--- src/rtl/uart_pkg.sv ---
// Shared definitions for the UART transmit arbiter and related peripherals.
//   arb_state       : arbiter FSM state encoding
//   UART_BYTE_W     : width of one transmit byte
//   HOLD_CYCLES_DEF : default mid-packet idle limit before a forced release
//   cnt_width()     : width of a saturating counter that must reach 'hold'
package uart_pkg;

    typedef enum logic [0:0] {
        ARB_IDLE   = 1'b0,
        ARB_LOCKED = 1'b1
    } arb_state;

    localparam int UART_BYTE_W     = 8;
    localparam int HOLD_CYCLES_DEF = 1024;

    // A hold limit of 0 disables the timeout; keep a 1-bit counter so the
    // logic still elaborates.
    function automatic int cnt_width(input int hold);
        return (hold == 0) ? 1 : $clog2(hold + 1);
    endfunction

endpackage

--- src/rtl/uart_tx_arb_rr_pick.sv ---
// rr_pick: combinational round-robin picker, reusable by any shared-peripheral
// arbiter.
//   i_req        : request vector, one bit per requester
//   i_last_grant : index of the previous owner; search starts one above it
//   o_grant      : winning index (0 when nothing is requested)
//   o_any        : at least one request is present
module rr_pick #(
    parameter int NREQ = 4,
    parameter int GW   = $clog2(NREQ)
) (
    input  logic [NREQ-1:0] i_req,
    input  logic [GW-1:0]   i_last_grant,
    output logic [GW-1:0]   o_grant,
    output logic            o_any
);

    logic [GW-1:0] w_idx;

    // Walk from the farthest candidate back to the nearest so the requester
    // closest after the last owner is the final (winning) assignment.
    always_comb begin
        o_grant = '0;
        w_idx   = '0;
        for (int off = NREQ; off >= 1; off--) begin
            w_idx = GW'((int'(i_last_grant) + off) % NREQ);
            if (i_req[w_idx]) begin
                o_grant = w_idx;
            end
        end
    end

    assign o_any = |i_req;

endmodule

--- src/rtl/uart_tx_arb.sv ---
// uart_tx_arb: packet-locked round-robin arbiter sharing one UART transmit
// byte stream among NREQ producers, with a one-entry registered output stage.
//
//   state      | meaning
//   -----------+-----------------------------------------------------------
//   ARB_IDLE   | no owner; pick the next requester round-robin
//   ARB_LOCKED | owner r_grant_id streams bytes until last byte or timeout
//
// Ports:
//   i_clk, i_rst_n           : clock, asynchronous active-low reset
//   i_req_valid/_data/_last  : per-requester byte offer (data at [8i+7:8i])
//   o_req_ready              : per-requester byte accepted this cycle
//   o_tx_valid/_data         : byte presented to the UART transmitter
//   i_tx_ready               : transmitter takes o_tx_data this cycle
//   o_grant_id               : current or most recent owner
//   o_busy                   : grant held
module uart_tx_arb
    import uart_pkg::*;
#(
    parameter int NREQ        = 4,
    parameter int HOLD_CYCLES = HOLD_CYCLES_DEF,
    parameter int GW          = $clog2(NREQ)
) (
    input  logic                        i_clk,
    input  logic                        i_rst_n,
    input  logic [NREQ-1:0]             i_req_valid,
    input  logic [NREQ*UART_BYTE_W-1:0] i_req_data,
    input  logic [NREQ-1:0]             i_req_last,
    output logic [NREQ-1:0]             o_req_ready,
    output logic                        o_tx_valid,
    output logic [UART_BYTE_W-1:0]      o_tx_data,
    input  logic                        i_tx_ready,
    output logic [GW-1:0]               o_grant_id,
    output logic                        o_busy
);

    localparam int             CNT_W    = cnt_width(HOLD_CYCLES);
    localparam logic [CNT_W-1:0] HOLD_VAL = CNT_W'(HOLD_CYCLES);

    arb_state                r_state;
    logic [GW-1:0]           r_grant_id;
    logic [GW-1:0]           r_last_grant;
    logic [CNT_W-1:0]        r_idle_cnt;
    logic                    r_tx_valid;
    logic [UART_BYTE_W-1:0]  r_tx_data;

    logic [GW-1:0]           w_pick;
    logic                    w_any;
    logic                    w_locked;
    logic                    w_slot_free;
    logic                    w_valid_g;
    logic                    w_last_g;
    logic [UART_BYTE_W-1:0]  w_data_g;
    logic                    w_accept;
    logic [CNT_W-1:0]        w_idle_next;
    logic                    w_expire;

    rr_pick #(
        .NREQ (NREQ),
        .GW   (GW)
    ) u_pick (
        .i_req        (i_req_valid),
        .i_last_grant (r_last_grant),
        .o_grant      (w_pick),
        .o_any        (w_any)
    );

    assign w_locked    = (r_state == ARB_LOCKED);
    // The output register can take a byte when empty or draining this cycle.
    assign w_slot_free = ~r_tx_valid | i_tx_ready;
    assign w_valid_g   = i_req_valid[r_grant_id];
    assign w_last_g    = i_req_last[r_grant_id];
    assign w_data_g    = i_req_data[r_grant_id*UART_BYTE_W +: UART_BYTE_W];
    assign w_accept    = w_locked & w_slot_free & w_valid_g;

    always_comb begin
        o_req_ready = '0;
        if (w_locked && w_slot_free) begin
            o_req_ready[r_grant_id] = 1'b1;
        end
    end

    // Idle counter only advances while the owner offers nothing; a stalled
    // owner blocked by backpressure is not counted as idle.
    always_comb begin
        w_idle_next = r_idle_cnt;
        if (w_accept) begin
            w_idle_next = '0;
        end else if (!w_valid_g && (r_idle_cnt != HOLD_VAL)) begin
            w_idle_next = r_idle_cnt + 1'b1;
        end
    end

    // An accepted byte clears the count, so a last byte arriving on the
    // would-be expiry cycle releases only through the last-byte path.
    assign w_expire = (HOLD_CYCLES != 0) && w_locked && !w_accept &&
                      (w_idle_next == HOLD_VAL);

    always_ff @(posedge i_clk or negedge i_rst_n) begin
        if (!i_rst_n) begin
            r_state      <= ARB_IDLE;
            r_grant_id   <= '0;
            r_last_grant <= GW'(NREQ - 1);
            r_idle_cnt   <= '0;
        end else begin
            case (r_state)
                ARB_IDLE: begin
                    r_idle_cnt <= '0;
                    if (w_any) begin
                        r_grant_id <= w_pick;
                        r_state    <= ARB_LOCKED;
                    end
                end
                ARB_LOCKED: begin
                    r_idle_cnt <= w_idle_next;
                    if ((w_accept && w_last_g) || w_expire) begin
                        r_last_grant <= r_grant_id;
                        r_state      <= ARB_IDLE;
                    end
                end
                default: begin
                    r_state <= ARB_IDLE;
                end
            endcase
        end
    end

    // Output stage runs independently of the FSM so a held byte drains
    // across a release.
    always_ff @(posedge i_clk or negedge i_rst_n) begin
        if (!i_rst_n) begin
            r_tx_valid <= 1'b0;
            r_tx_data  <= '0;
        end else if (w_accept) begin
            r_tx_valid <= 1'b1;
            r_tx_data  <= w_data_g;
        end else if (i_tx_ready) begin
            r_tx_valid <= 1'b0;
        end
    end

    assign o_tx_valid = r_tx_valid;
    assign o_tx_data  = r_tx_data;
    assign o_grant_id = r_grant_id;
    assign o_busy     = w_locked;

endmodule

--- config.mk ---
export PLATFORM = sky130hd
export DESIGN_NAME = uart_tx_arb
export DESIGN_NICKNAME = d
export VERILOG_FILES = /design/src/rtl/uart_pkg.sv /design/src/rtl/uart_tx_arb_rr_pick.sv /design/src/rtl/uart_tx_arb.sv
export SDC_FILE = /design/constraint.sdc
export NUM_CORES = 1
export LEC_CHECK = 0
export CAP_MARGIN = 20
export CORE_ASPECT_RATIO = 1.1
export CORE_MARGIN = 1.5
export CORE_UTILIZATION = 45
export DETAILED_ROUTE_END_ITERATION = 8
export PLACE_DENSITY = 0.76
export SYNTH_ARGS = -nofsm -noshare
export SYNTH_HDL_FRONTEND = slang
export SYNTH_SLANG_ARGS = --single-unit
--- constraint.sdc ---
create_clock -name i_clk -period 3.5 [get_ports i_clk]
set_input_delay 0.7 -clock i_clk [delete_from_list [all_inputs] [get_ports i_clk]]
set_output_delay 0.7 -clock i_clk [all_outputs]
set_load 0.02 [all_outputs]
==> flow_summary.yaml <==
synth:
  ys_ff_latch: 25
  synth.area.top_cells: "dfrtp_1 (32%), mux4_2 (8.9%), mux2_2 (5.1%)"
  synth_cell_count_leaders: "dfrtp_1 (23), nor2_1 (16), clkbuf_1 (10)"
  synth.avg_cell_area_um2: 10.3
  synth-main-ff-cell: "dfrtp_1"
  synthCells: 172
  yosys_warnings: 0
  yosysTopAreaCell: "dfrtp_1"
  synth_top_cell_area_share: 0.324
  share_of_synthesized_area_occupied_by_flip_flops_and_latches: 0.354
  netlist_area_pre_place_mm2: 0.00178
  async_reset_ff_frac: 1.00
  synth_most_common_cell: "dfrtp_1"
  number_of_nets_in_the_synthesized_netlist: 217
  synth_edf_count: 0
  synth_cell_type_count: 50
sta:
  final.setup_skew_ps: 3.21
  rsz0062_at_grt: "no"
  drv_slew: 0
  tns_ps: 0
  max_clock_freq_mhz: 323
  layout_worst_path_cycle_share: 0.883
  timing_hold_violations_final: 0
  worst_pin_slew_ps: 557
  period_minus_slack_ps: 3090
  timing.hold.ws_ps: 514
  timing.max_slew.rel_slack: 0.629
  setup_viol_count_final: 0
  post_route_setup_slack_ps: 409
floorplanning:
  floorplan.initialDensity: 0.479
  design.core.area_mm2: 0.00371
  full_die_area_mm2: 0.00433
  die_width_um: 62.9
  fp-row-count: 23
  io_pins: 59
  die_height_um: 68.9
drt:
  wirelength_um: 4510
  detail_route.vias_per_cell: 5.76
  drc: 0
  detail-route-antenna-nets: 0
  vias: 1589
  dr.first_iter.drc_count: 95
  drt_first_pass_iters: 4
  wl_per_cell_um: 16.4
cells_and_area:
  final_net_count: 272
  antennaDiodeCount: 0
  post_route_cells_drive_above_1_share: 0.142
  synthToLayoutAreaGrowth_pct: 37.2
  num-fill-cells: 283
setup_path:
  reg2reg_to: "r_last_grant[0]"
  reg2reg_setup_slack_ps: 740
  timing.critical_path.to: "r_last_grant[0]"
  critical_path_peak_fanout: 11
  start_to_end_type_of_the_worst_setup_path: "input port to flop"
  critical_path.startpoint_type: "input port"
  critical_path.reg2reg.startpoint: "o_grant_id[1]"
  worst-endpoint-required_ps: 3700
  end_kind: "flop"
  crit_path_start: "i_req_valid[1]"
  r2r_cells: 6
  critical_path_arrival_ps: 3290
placement:
  dp_slack_ps: 149
  port_buffers: 58
  gp_routability_congestion: 0.823
  detailed_place_hpwl_um: 3520
global_route:
  grt_pass1_vias: 1580
  grt_overflow_total: 0
  wire_length_of_the_first_global_routing_pass_um: 7400
  antenna_found_initial: 0
  gr-usage-met2: 0.379
  grt_start_max_net_pins: 26
  total_track_usage: 0.220
  gr-max-usage-layer: "met2"
  use_met3: 0.0568
  globalRouteMet1Util: 0.275
status:
  run_status: "finished, final reports clean"
clocking:
  number_of_buffers_added_by_the_clock_tree_synthesis_step: 3
  postCtsSetupBuffers: 0
  total_number_of_clock_tree_sinks: 25
  clkLatencyLatePin_ps: 270
  tritoncts: "done"
  ctsLongestPathBuffers: 2
  cts.repair.resized: 0
  h-tree-depth: 1
  clkSlewWorstSetupHoldPaths_ps: 90
  clock_tree.root_cell: "clkbuf_8"
  post_cts_hold_buffer_count: 0
power_and_ir_drop:
  p_per_area_mw_per_mm2: 709
  sequentialPowerShare: 0.300
  comb_power_share: 0.598
  power.net_switching_uw: 711
  p_sw_frac: 0.412
  clock_power_share: 0.102
  power_report.internal_total_uw: 1020
  power_leakage_uw: 0.000969
  ir_worst_vdd_mv: 0.448
flow_run:
  maxCapViolCount: 0
worst_hold_path:
  hold_class: "flop to flop"
==> worst max-delay path, cell delays in order <==
cell	delay [ps]
clkdlybuf4s50_1	510
mux4_2	620
nor4_1	490
o311a_1	220
a211oi_2	50
a31oi_1	330
mux2_1	370
==> cell usage in the layout (no fill, tap or decap), types with 3 or more instances in the layout <==
cell type,n
mux4_1,3
or4_1,3
a21oi_1,5
buf_4,5
nor2_1,16
mux2_2,8
nor2b_1,4
o21ai_0,4
a211oi_1,3
clkbuf_8,3
nand2_1,9
inv_1,8
a31oi_1,4
clkdlybuf4s50_1,58
o21a_1,3
nor3_1,5
dfrtp_1,23
and3_1,4
xnor2_1,6
nand3_1,4
mux4_2,7
nand2b_1,3
==> worst min path at each step <==
stage                             from      endpoint  slack [ps]  cells after the start
after global placement    o_tx_data[1]  o_tx_data[1]         490                      1
final                     o_tx_data[1]  o_tx_data[1]         510                      1
after floorplan                i_rst_n        o_busy         400                      0
after global routing      o_tx_data[7]  o_tx_data[7]         540                      1
after CTS                 o_tx_data[1]  o_tx_data[1]         520                      1
after detailed placement  o_tx_data[1]  o_tx_data[1]         490                      1
==> registers in the layout (all words and copies together), names as in the netlist <==
name	cells
o_tx_valid	1
r_idle_cnt	11
r_last_grant	2
o_busy	1
o_grant_id	2
o_tx_data	8
==> cell families (layout without fill, tap and decap cells) <==
group	after synthesis	count (layout)	synth area share
simple gates	61	61	0.194
compound gates	32	32	0.136
flops	25	25	0.354
mux	22	22	0.208
buf+inv	22	76	0.0556
xor+xnor	8	8	0.0394
fa+ha+maj	2	2	0.0141
==> stage by stage <==
step                 util  cell area (µm²)  power, µW  cells
detailed placement  0.644             2390       1560    272
CTS                 0.657             2440       1740    276
finish              0.657             2440       1730    276
floorplan               -             1780       1170    172
global route        0.657             2440       1850    276
global placement    0.644             2390       1520    272
==> area by class of cell <==
| cell class | count | area, µm² | area share |
|---|---|---|---|
| multi-input cells | 125 | 1050 | 0.431 |
| flip-flops and latches | 25 | 628 | 0.258 |
| clock buffers | 4 | 45.0 | 0.0185 |
| repair buffers | 63 | 618 | 0.254 |
| inverters | 9 | 33.8 | 0.0139 |
| well taps | 50 | 62.6 | 0.0257 |
==> routing by layer <==
layer	vias to the layer above	share of wire
li1	751	-
met1	757	0.41
met2	74	0.49
met3	7	0.080
met4	0	0.013
met5	-	0
==> power groups by stage <==
stage	Combinational, µW	Clock (µW)	Sequential (µW)
detailed placement	1030	0	523
global placement	1010	0	513
floorplan	617	0	553
finish	1030	175	518
global route	1110	197	538
CTS	1040	183	519
(Power assumes the default switching activity.)
